==> src/rtl/display_router.sv <==
// Registered 7-segment router: picks one of NUM_SRC display triplets via a mode-to-source map,
// with a timed overlay and blanking when off. Define ROUTER_BLANK_EN to insert a blank gap on source changes.
module display_router #(
  parameter int NUM_SRC      = 8,
  parameter int MODE_W       = 3,
  parameter int HOLD_CYCLES  = 100000000,
  parameter int BLANK_CYCLES = 4,
  localparam int SRC_W       = (NUM_SRC > 1) ? $clog2(NUM_SRC) : 1
) (
  input  logic                 clk,
  input  logic                 rst,
  input  logic                 machine_state,
  input  logic [MODE_W-1:0]    mode_state,
  input  logic [NUM_SRC*8-1:0] src_digit1,
  input  logic [NUM_SRC*8-1:0] src_digit2,
  input  logic [NUM_SRC*8-1:0] src_tube_sel,
  input  logic                 map_wr_en,
  input  logic [MODE_W-1:0]    map_wr_addr,
  input  logic [SRC_W-1:0]     map_wr_src,
  input  logic                 overlay_req,
  input  logic [SRC_W-1:0]     overlay_src,
  output logic [7:0]           digit1,
  output logic [7:0]           digit2,
  output logic [7:0]           tube_sel,
  output logic [SRC_W-1:0]     active_src,
  output logic                 overlay_active
);
  // state   | meaning
  // OFF     | machine off, outputs blanked
  // RUN     | driving map[mode_state]
  // OVERLAY | driving latched ovl_src until the hold counter expires
  // BLANK   | gap after a source change (ROUTER_BLANK_EN only)

  localparam int MAP_N = 1 << MODE_W;
  localparam int CNT_W = $clog2(HOLD_CYCLES + 1);
  localparam logic [SRC_W:0]   SRC_LIM = (SRC_W+1)'(NUM_SRC);
  localparam logic [CNT_W-1:0] HOLD_L  = CNT_W'(HOLD_CYCLES);

  if (HOLD_CYCLES < 1 || BLANK_CYCLES < 1) begin : g_param_check
    $error("display_router: HOLD_CYCLES and BLANK_CYCLES must be at least 1");
  end

`ifdef ROUTER_BLANK_EN
  typedef enum logic [1:0] {OFF, RUN, OVERLAY, BLANK} state_t;
  localparam int BCNT_W = $clog2(BLANK_CYCLES + 1);
  localparam logic [BCNT_W-1:0] BLANK_L = BCNT_W'(BLANK_CYCLES);
  logic [BCNT_W-1:0] bcnt, bcnt_nxt;
  logic [SRC_W-1:0]  cur_src;
`else
  typedef enum logic [1:0] {OFF, RUN, OVERLAY} state_t;
`endif

  state_t           state, state_nxt;
  logic [SRC_W-1:0] map [MAP_N];
  logic [SRC_W-1:0] ovl_src, ovl_src_nxt, tgt_nxt;
  logic [CNT_W-1:0] cnt, cnt_nxt;
  logic             req_ok, wr_ok, ovl_nxt, show;

  assign req_ok = overlay_req && ({1'b0, overlay_src} < SRC_LIM);
  assign wr_ok  = map_wr_en && ({1'b0, map_wr_src} < SRC_LIM);

  always_comb begin
    state_nxt   = state;
    cnt_nxt     = cnt;
    ovl_src_nxt = ovl_src;
    ovl_nxt     = 1'b0;
    show        = 1'b0;
    tgt_nxt     = map[mode_state];
`ifdef ROUTER_BLANK_EN
    bcnt_nxt    = bcnt;
`endif
    if (!machine_state) begin
      state_nxt = OFF;
      cnt_nxt   = '0;
`ifdef ROUTER_BLANK_EN
      bcnt_nxt  = '0;
`endif
    end else if (state == OFF) begin
      state_nxt = RUN;
    end else begin
      // a retrigger wins over expiry and over a simultaneous mode change
      if (req_ok) begin
        cnt_nxt     = HOLD_L;
        ovl_src_nxt = overlay_src;
      end else if (cnt != '0) begin
        cnt_nxt = cnt - CNT_W'(1);
      end
      ovl_nxt   = (cnt_nxt != '0);
      if (ovl_nxt) tgt_nxt = ovl_src_nxt;
      state_nxt = ovl_nxt ? OVERLAY : RUN;
      show      = 1'b1;
`ifdef ROUTER_BLANK_EN
      if (tgt_nxt != cur_src) begin
        state_nxt = BLANK;
        bcnt_nxt  = BLANK_L;
        show      = 1'b0;
      end else if (state == BLANK) begin
        if (bcnt != BCNT_W'(1)) begin
          state_nxt = BLANK;
          bcnt_nxt  = bcnt - BCNT_W'(1);
          show      = 1'b0;
        end else begin
          bcnt_nxt = '0;
        end
      end
`endif
    end
  end

  always_ff @(posedge clk or negedge rst) begin
    if (!rst) begin
      state          <= OFF;
      cnt            <= '0;
      ovl_src        <= '0;
      digit1         <= '0;
      digit2         <= '0;
      tube_sel       <= '0;
      active_src     <= '0;
      overlay_active <= 1'b0;
      for (int i = 0; i < MAP_N; i++) map[i] <= SRC_W'(i % NUM_SRC);
`ifdef ROUTER_BLANK_EN
      bcnt           <= '0;
      cur_src        <= '0;
`endif
    end else begin
      state          <= state_nxt;
      cnt            <= cnt_nxt;
      ovl_src        <= ovl_src_nxt;
      overlay_active <= show && ovl_nxt;
      if (wr_ok) map[map_wr_addr] <= map_wr_src;
      if (show) begin
        digit1     <= src_digit1[8*tgt_nxt +: 8];
        digit2     <= src_digit2[8*tgt_nxt +: 8];
        tube_sel   <= src_tube_sel[8*tgt_nxt +: 8];
        active_src <= tgt_nxt;
      end else begin
        digit1     <= '0;
        digit2     <= '0;
        tube_sel   <= '0;
        active_src <= '0;
      end
`ifdef ROUTER_BLANK_EN
      bcnt           <= bcnt_nxt;
      cur_src        <= tgt_nxt;
`endif
    end
  end

endmodule
==> config.mk <==
export PLATFORM = sky130hd
export DESIGN_NAME = display_router
export DESIGN_NICKNAME = d
export VERILOG_FILES = /design/src/rtl/display_router.sv
export SDC_FILE = /design/constraint.sdc
export NUM_CORES = 1
export LEC_CHECK = 0
export ABC_AREA = 1
export CAP_MARGIN = 25
export CORE_AREA = 2 2 121 123
export CTS_BUF_LIST = sky130_fd_sc_hd__clkbuf_8
export CTS_CLUSTER_DIAMETER = 150
export DETAILED_ROUTE_END_ITERATION = 8
export DIE_AREA = 0 0 123 125
export GPL_TIMING_DRIVEN = 0
export PLACE_DENSITY = 0.9
export SYNTH_ARGS = -nofsm -noshare
export SYNTH_HDL_FRONTEND = slang
export SYNTH_SLANG_ARGS = --single-unit
==> constraint.sdc <==
create_clock -name clk -period 4.1 [get_ports clk]
set_clock_uncertainty 0.05 [all_clocks]
set_input_delay 0.41 -clock clk [delete_from_list [all_inputs] [get_ports clk]]
set_output_delay 0.41 -clock clk [all_outputs]
set_load 0.02 [all_outputs]
=== Word level (Yosys, flattened, before mapping) ===
Cells that the tools add are included.

* Register bits after elaboration: 84
* Output and inout bits: 28

* Add/subtract/negate cells: 1
* $lt $le $gt $ge: 3
* Eq/ne operators: 1
* Shift operators: 3
* Multiplexer cells: 27
* Bitwise gates (word level): 3
* Reductions and logical operators: 6

{| class="wikitable"
|+ Operators by type and width
! cell !! number
|-
| 64-bit by 7-bit indexed part select with 8-bit output || 3
|-
| 27-bit 2-to-1 mux || 6
|-
| 27-bit nonzero test || 2
|-
| 27-bit by 1-bit subtractor with 27-bit output (second input constant) || 1
|-
| 24-bit bitwise mux || 1
|-
| 3-bit 2-to-1 mux || 8
|-
| 8-bit 2-to-1 mux || 3
|-
| 3-bit binary-select mux with 3-bit select || 1
|-
| 3-bit demux with 3-bit select || 1
|-
| 4-bit greater-or-equal comparator (second input constant) || 2
|-
| 3-bit inverter with 4-bit output || 2
|-
| 2-bit 2-to-1 mux || 3
|-
| 4-bit by 1-bit < comparator with 1-bit output (second input constant) || 1
|-
| 1-bit 2-to-1 mux || 4
|-
| 1-bit logical AND || 2
|-
| 2-bit zero test || 1
|-
| 2-bit inequality test (second input constant) || 1
|-
| 2-bit AND reduction || 1
|-
| 1-bit inverter || 1
|}

=== Longest topological paths before layout ===
Gate-level depths: netlist of run 1.

* Depth in word-level cells: 11
* Depth in mapped cells: 23

=== Worst setup path before layout of run 1 ===
Ideal clock, no wire load.

* Kind: register to register
* Start: register cnt[0]
* End: register digit2[3]
* Arrival: 2.563 ns
* Data required time: 3.933 ns
* Slack: 1.369 ns
* Stages on the path, launching flop included: 22
* Path buffers: 2
* Clock period less this slack: 2.731 ns
* Cells stage by stage: dfrtp_1 -> inv_1 -> ha_1 -> inv_1 -> nor2_1 -> nand2_1 -> nor2_1 -> nand3_1 -> nand4_1 -> nand2_1 -> nor2_1 -> nand3_1 -> nor2_1 -> nand3_4 -> nand2_8 -> nand2_2 -> buf_4 -> buf_4 -> nand3_1 -> nand3_1 -> nand3_1 -> nand2_1

* Cells in the longest elaborated chain, start to end: 11

{| class="wikitable"
|+ Ends and longest elaborated chain
! element !! line !! RTL
|-
| start, declared || 56 || <nowiki>logic [CNT_W-1:0] cnt, cnt_nxt;</nowiki>
|-
| start signal, assigned || 127 || <nowiki>cnt <= cnt_nxt;</nowiki>
|-
| 27-bit by 1-bit subtractor with 27-bit output / 27-bit nonzero test (equally long branches) || 86, 85 ||
|-
| 27-bit 2-to-1 mux (*) || 85 || <nowiki>end else if (cnt != '0) begin</nowiki>
|-
| 27-bit 2-to-1 mux (*) || 82 || <nowiki>if (req_ok) begin</nowiki>
|-
| 27-bit 2-to-1 mux (*) || 78 || <nowiki>end else if (state == OFF) begin</nowiki>
|-
| 27-bit 2-to-1 mux (*) || 72 || <nowiki>if (!machine_state) begin</nowiki>
|-
| 27-bit nonzero test (*) || 88 || <nowiki>ovl_nxt = (cnt_nxt != '0);</nowiki>
|-
| 3-bit 2-to-1 mux (*) || 89 || <nowiki>if (ovl_nxt) tgt_nxt = ovl_src_nxt;</nowiki>
|-
| 3-bit 2-to-1 mux (*) || 78 ||
|-
| 3-bit 2-to-1 mux (*) || 72 ||
|-
| 64-bit by 7-bit indexed part select with 8-bit output (*) || 133 || <nowiki>digit2 <= src_digit2[8*tgt_nxt +: 8];</nowiki>
|-
| 8-bit 2-to-1 mux (*) || 131 || <nowiki>if (show) begin</nowiki>
|-
| end signal, assigned || 133 ||
|-
| end, declared || 23 || <nowiki>output logic [7:0] digit2,</nowiki>
|}

Every way passes the cells marked *; elsewhere a longest branch is shown, timed or not. The select of a mux whose other input is x is not followed.
A chain may end at the register's enable or synchronous reset.

=== Final worst setup path of run 1 ===
* Start: register cnt[0]
* End: register tube_sel[2]

* Cells in the longest elaborated chain, start to end: 11

{| class="wikitable"
|+ Ends and longest elaborated chain
! element !! line !! RTL
|-
| 27-bit by 1-bit subtractor with 27-bit output / 27-bit nonzero test (equally long branches) || 86, 85 ||
|-
| 27-bit 2-to-1 mux (*) || 85 ||
|-
| 27-bit 2-to-1 mux (*) || 82 ||
|-
| 27-bit 2-to-1 mux (*) || 78 ||
|-
| 27-bit 2-to-1 mux (*) || 72 ||
|-
| 27-bit nonzero test (*) || 88 ||
|-
| 3-bit 2-to-1 mux (*) || 89 ||
|-
| 3-bit 2-to-1 mux (*) || 78 ||
|-
| 3-bit 2-to-1 mux (*) || 72 ||
|-
| 64-bit by 7-bit indexed part select with 8-bit output (*) || 134 || <nowiki>tube_sel <= src_tube_sel[8*tgt_nxt +: 8];</nowiki>
|-
| 8-bit 2-to-1 mux (*) || 131 ||
|-
| end signal, assigned || 134 ||
|-
| end, declared || 24 || <nowiki>output logic [7:0] tube_sel,</nowiki>
|}

Marked as above.

==> impl_metrics.yaml, run 1 <==
synthesis:
  yosysWarnings: 0
  synthAdderAreaFrac_pct: 0.402
  synth_xor_area_share_pct: 1.41
  ys_ff_latch: 84
  synth_compound_area_share_pct: 8.51
  yosysSeqAreaShare_pct: 34.0
  synth_top_family_by_area: "simple AND/OR/NAND/NOR gates"
  syn_inst: 934
  synth_simple_gate_area_share_pct: 47.3
  muxShareOfSynthArea_pct: 0
  ys_types: 37
  syn_nets: 1145
  syn_avg_cell_area_um2: 6.67
  synth.cell_area_um2: 6230
clock_tree:
  clk_pin_slew_ns: 0.09
  postCtsResizedCells: 0
  clk-insertion-delay-late_ns: 0.39
  cts_buffer_depth: 2
  htree_levels: 3
  cts_tree: "built"
  clock-sinks: 84
  cts_root_buffer: "clkbuf_8"
  cts_made_buffers: 9
route:
  dr.pass1.iters: 7
  vias_per_cell: 5.68
  wl_per_cell_um: 18.2
  wirelength_um: 24900
  ant_nets: 0
  drc: 0
  vias: 7793
  initialDrtViolationCount: 746
final_layout:
  nets: 1394
  multi_input_area_um2: 3590
  n_fill_cell: 1277
  final_cell_mix: "nand3_1 (273), nand2_1 (245), clkdlybuf4s50_1 (235)"
  mostFrequentLayoutCell: "nand3_1"
  syn_to_final_growth_pct: 45.3
  regArea_um2: 2120
  final_area_um2: 9060
  instances_no_fill: 1372
  drive_above_1_share_pct: 8.84
  diodes: 0
power_and_ir_drop:
  p_leak_nw: 4.11
  peakVddDrop_uv: 238
  finalPower_mw: 3.53
  power_density_nw_per_um2: 390
sta:
  worst_slack_ns: 0.432
  finalCriticalPeriod_ns: 3.67
  tightest_slew_ns: 0.882
  fmax_mhz: 273
  fin_crit_sh_pct: 89.5
  rsz0062_at_grt: "false"
  hold_viol: 0
  maxSlewHeadroom_pct: 41.0
  tns_ns: 0
  setup_viol_count_final: 0
  slew_violations: 0
min_path:
  holdCritStartpoint: "map[10]$_DFFE_PN0P_"
  hold_depth: 2
  min_path_type: "reg2reg"
  whs_endpoint: "map[10]$_DFFE_PN0P_"
worst_setup_path:
  r2r-start: "cnt[0]$_DFFE_PN0P_"
  crit_path_end_kind: "flip-flop"
  cp_max_fo: 10
  crit_start: "cnt[0]$_DFFE_PN0P_"
  regToRegSetupSlack_ns: 0.43
  r2r-end: "tube_sel[2]$_DFF_PN0_"
  worstSetupStartpointType: "flip-flop"
  crit_slowest_cell: "dfrtp_1"
  worstPathArrival_ns: 3.89
  worstSetupPathType: "reg2reg"
  cpPeakStageDelay_ns: 0.38
  path_cells: "inv_1, ha_1, inv_1, nor2_1, nand2_1, nor2_1, nand3_1, nand4_1, nand2_1, nor2_1, nand3_1, nor2_1, nand3_4, nand2_8, nand2_1, o21ai_2, buf_6, buf_2, nand3_1, nand3_1, nand2_1"
  required_ns: 4.32
  reg2regPathDepth: 21
floorplan:
  die_h_um: 125
  row_count: 44
  initial_core_util_pct: 43.9
  fp.coreArea_um2: 14200
  die_w_um: 123
  ioPinCount: 237
  dieArea_um2: 15400
placed_design:
  dp_slack_ns: 0.444
  gp_congestion: 0.981
  port_buffers: 236
  placed_cell_area_um2: 8850
  dp.cells: 1355
  dp_hpwl_um: 19900
global_route:
  grt_max_degree: 46
  grt_pass1_vias: 7345
  grt_pass1_wl_um: 38700
  grt-ovfl-total: 0
  antenna_found_initial: 1
  track_usage_pct: 32.6
run_status:
  status: "completed"
run:
  max_cap_violations: 0
==> how the worst max path moves through the flow <==
stage	to	slack, ns	cells after the start
6_report	tube_sel[2]$_DFF_PN0_	0.43	21
5_1_grt	tube_sel[7]$_DFF_PN0_	0.27	20
4_1_cts	tube_sel[2]$_DFF_PN0_	0.53	21
3_5_place_dp	tube_sel[2]$_DFF_PN0_	0.44	16
3_3_place_gp	digit2[0]$_DFF_PN0_	-0.65	1
2_1_floorplan	digit2[3]$_DFF_PN0_	1.37	21
==> synth_stat cells, drive strengths merged <==
cell / n / area, um^2
o211ai: 2 / 15.0
nor2: 82 / 358
nor3: 6 / 51.3
nand4: 14 / 103
and2: 1 / 6.26
nand2: 256 / 1010
dfrtp: 72 / 1800
o21ai: 59 / 303
or2: 3 / 18.8
o22ai: 12 / 75.1
dfstp: 12 / 315
clkbuf: 16 / 60.1
xor2: 10 / 87.6
o32ai: 1 / 8.76
a21oi: 13 / 76.3
o221ai: 6 / 52.6
inv: 51 / 191
ha: 2 / 25.0
buf: 40 / 273
nand3: 276 / 1400
==> registers in the layout (all words and copies together) (netlist names) <==
signal and flops:
overlay_active 1, ovl_src 3, tube_sel 8, state 2
digit2 8, digit1 8, active_src 3, cnt 27
map 24
==> layout make-up <==
cell class | instances | area share [%]
plain buffers | 56 | 3.67
clock buffers | 9 | 1.37
clock inverters | 7 | 0.815
inverters | 51 | 2.11
multi-input cells | 743 | 39.6
flip-flops and latches | 84 | 23.4
well taps | 184 | 2.54
repair buffers | 238 | 26.5
==> logic make-up after synthesis <==
family	count (synthesis)
buffers and inverters	107
and+or+nand+nor	638
adders and majority gates	2
xor gates and xnor gates	10
AOI/OAI and AO/OA	93
DFF	84
==> layer usage <==
metal	up-vias	share of wire (%)	track usage, %
met3	91	9.9	8.71
met4	2	4.8	15.6
met1	3570	39	41.0
li1	3653	-	-
met5	-	0.052	0
met2	477	46	51.8
==> timing repair <==
| action | in CTS | in global routing |
|---|---|---|
| endpoints found under the setup margin | 0 | 0 |
| hold endpoints to repair | 8 | 0 |
| setup buffers | 0 | 0 |
| hold buffers | 1 | 0 |
==> report_power, final <==
| group | internal (mW) | switching [mW] |
|---|---|---|
| logic | 0.718 | 1.11 |
| registers | 0.976 | 0.0905 |
| clock network | 0.288 | 0.351 |
==> stage by stage <==
stage | utilization (%) | hold WS [ns]
final | 63.8 | 0.441
after global routing | 63.8 | 0.458
after CTS | 63.8 | 0.441
after detailed placement | 62.3 | 0.405
after global placement | 62.1 | 0.412
after floorplan | - | 0.0644
==> worst max-delay path: cells and delay by family (launching register included) <==
kind,cells,cell delay [ns]
AOI/OAI and AO/OA,1,0.09
and+or+nand+nor,15,2.19
DFF,1,0.38
adders and majority gates,1,0.18
buffers and inverters,4,0.65
No activity file was read; power rests on OpenSTA's default activity.
==> inputs of run 2 (changes only) <==
--- a/config.mk
+++ b/config.mk
@@ -17,3 +17,4 @@
 export SYNTH_ARGS = -nofsm -noshare
 export SYNTH_HDL_FRONTEND = slang
 export SYNTH_SLANG_ARGS = --single-unit
+export TNS_END_PERCENT = 10
==> results of run 2 <==
No change in the layout: final DEF, timing and power equal those of run 1.
==> inputs of run 3 (changes only) <==
==> constraint.sdc (replaced) <==
create_clock -name clk -period 4.7 [get_ports clk]
set_clock_uncertainty 0.05 [all_clocks]
set_input_delay 0.47 -clock clk [delete_from_list [all_inputs] [get_ports clk]]
set_output_delay 0.47 -clock clk [all_outputs]
set_load 0.02 [all_outputs]
==> run 3 against run 2 <==
  * Setup slack better by 0.61 ns
  * Register-to-register slack better by 0.61 ns
  * Count of clock-buffer cells in the layout unchanged
  * Critical path type unchanged
  * Sequential power shrank 13%
  * Die area did not move
  * Critical endpoint unchanged
  * Highest routed layer unchanged
  * Largest power group unchanged
==> impl_metrics.yaml, run 3 (synthesis gave the netlist of run 1 again) <==
floorplan:
  initial_core_util_pct: 43.9
  ioPinCount: 237
  dieArea_um2: 15400
  die_h_um: 125
  die_w_um: 123
  row_count: 44
  fp.coreArea_um2: 14200
route:
  drc: 0
  wirelength_um: 25100
  initialDrtViolationCount: 712
  dr.pass1.iters: 8
  ant_nets: 0
  wl_per_cell_um: 18.3
  vias_per_cell: 5.74
  vias: 7866
power_and_ir_drop:
  power_density_nw_per_um2: 341
  p_int_mw: 1.73
  p_leak_nw: 4.11
  p_comb_share_pct: 51.7
  p_clk_share_pct: 18.1
  power_frac_seq_pct: 30.2
  peakVddDrop_uv: 209
  power.switching_mw: 1.36
  sw_frac_of_total_pct: 44.0
  finalPower_mw: 3.08
placed_design:
  dp_hpwl_um: 19900
  placed_cell_area_um2: 8850
  port_buffers: 236
  gp_congestion: 0.981
sta:
  fmax_mhz: 273
  setup_viol_count_final: 0
  finalCriticalPeriod_ns: 3.66
  rsz0062_at_grt: "false"
  timing.hold.ws_ns: 0.0298
  tns_ns: 0
  hold_viol: 0
  slew_violations: 0
  maxSlewHeadroom_pct: 41.0
  tightest_slew_ns: 0.881
  fin_crit_sh_pct: 77.8
final_layout:
  mostFrequentLayoutCell: "nand3_1"
  utilization_pct: 63.7
  nets: 1393
  final_area_um2: 9050
  largest_reg_flops: 27
  drive_above_1_share_pct: 8.85
  top_regs: "cnt x27, map x24"
  diodes: 0
  regMostFlops: "cnt"
  final_cell_mix: "nand3_1 (273), nand2_1 (245), clkdlybuf4s50_1 (235)"
  syn_to_final_growth_pct: 45.2
worst_setup_path:
  path_cells: "inv_1, ha_1, inv_1, nor2_1, nand2_1, nor2_1, nand3_1, nand4_1, nand2_1, nor2_1, nand3_1, nor2_1, nand3_4, nand2_8, nand2_1, o21ai_2, buf_6, buf_2, nand3_1, nand3_1, nand2_1"
  worstPathArrival_ns: 3.88
  cpPeakStageDelay_ns: 0.38
  crit_slowest_cell: "dfrtp_1"
  cp_top_family: "simple AND/OR/NAND/NOR gates"
  worstSetupStartpointType: "flip-flop"
  path_buf_inv: 4
  crit_path_end_kind: "flip-flop"
  reg2regPathDepth: 21
  cp_max_fo: 10
  worstSetupPathDepth: 21
  worstSetupPathType: "reg2reg"
  required_ns: 4.92
run_status:
  status: "completed"
run:
  max_cap_violations: 0
clock_tree:
  cts_made_buffers: 9
  cts_buffer_depth: 2
  postCtsResizedCells: 0
  cts_root_buffer: "clkbuf_8"
  clk_pin_slew_ns: 0.10
  htree_levels: 3
  cts_hold_buf: 0
  clock-sinks: 84
  cts_setup_buffers: 0
  cts_tree: "built"
  clk-insertion-delay-late_ns: 0.39
global_route:
  antenna_found_initial: 1
  grt_pass1_wl_um: 38700
  track_usage_pct: 32.6
  grt_max_degree: 46
  grt-ovfl-total: 0
  grt_pass1_vias: 7345
min_path:
  min_path_type: "in2async"
-- run 3: cell types whose count changed in the layout (fill, tap and decap cells not counted) --
cell / previous run / this run
dlygate4sd3_1: 1 / 0
-- run 3: area by class of cell --
| type | count | area (um^2) |
|---|---|---|
| repair buffers | 237 | 2390 |
| inverters | 51 | 191 |
| multi-input cells | 743 | 3590 |
| well taps | 184 | 230 |
| clock buffers | 9 | 124 |
| fillers | 1280 | 5160 |
| plain buffers | 56 | 333 |
| flip-flops and latches | 84 | 2120 |
| clock inverters | 7 | 73.8 |
-- run 3: final timing paths --
| check | from | end | slack [ns] |
|---|---|---|---|
| worst max-delay path | cnt[0]$_DFFE_PN0P_ | tube_sel[2]$_DFF_PN0_ | 1.04 |
| worst min-delay path | rst | cnt[26]$_DFFE_PN0P_ | 0.03 |
| worst max register to register | cnt[0]$_DFFE_PN0P_ | tube_sel[2]$_DFF_PN0_ | 1.04 |
| worst min register to register | map[10]$_DFFE_PN0P_ | map[10]$_DFFE_PN0P_ | 0.44 |
| max in group asynchronous | rst | map[13]$_DFFE_PN1P_ | 3.88 |
| min in group clk | map[10]$_DFFE_PN0P_ | map[10]$_DFFE_PN0P_ | 0.44 |
-- run 3: layer usage --
metal / routed length (um) / up-vias / global-route usage (%)
met5: 13 / - / 0
met4: 1190 / 2 / 15.6
met3: 2570 / 93 / 8.71
met1: 9700 / 3605 / 41.0
li1: - / 3655 / -
met2: 11600 / 511 / 51.8
-- run 3: power groups by stage --
stage | combinational (mW) | clock, mW | sequential (mW)
after floorplan | 0.965 | 0 | 0.963
after global placement | 1.53 | 0 | 0.938
after detailed placement | 1.56 | 0 | 0.940
after CTS | 1.57 | 0.562 | 0.929
after global routing | 1.75 | 0.587 | 0.944
final | 1.59 | 0.560 | 0.931
-- run 3: through the flow --
| stage | setup WS (ns) | std cells |
|---|---|---|
| 2_1_floorplan | 1.97 | 934 |
| 3_3_place_gp | -0.106 | 1354 |
| 3_5_place_dp | 0.984 | 1355 |
| 4_1_cts | 1.13 | 1371 |
| 5_1_grt | 0.867 | 1371 |
| 6_report | 1.04 | 1371 |
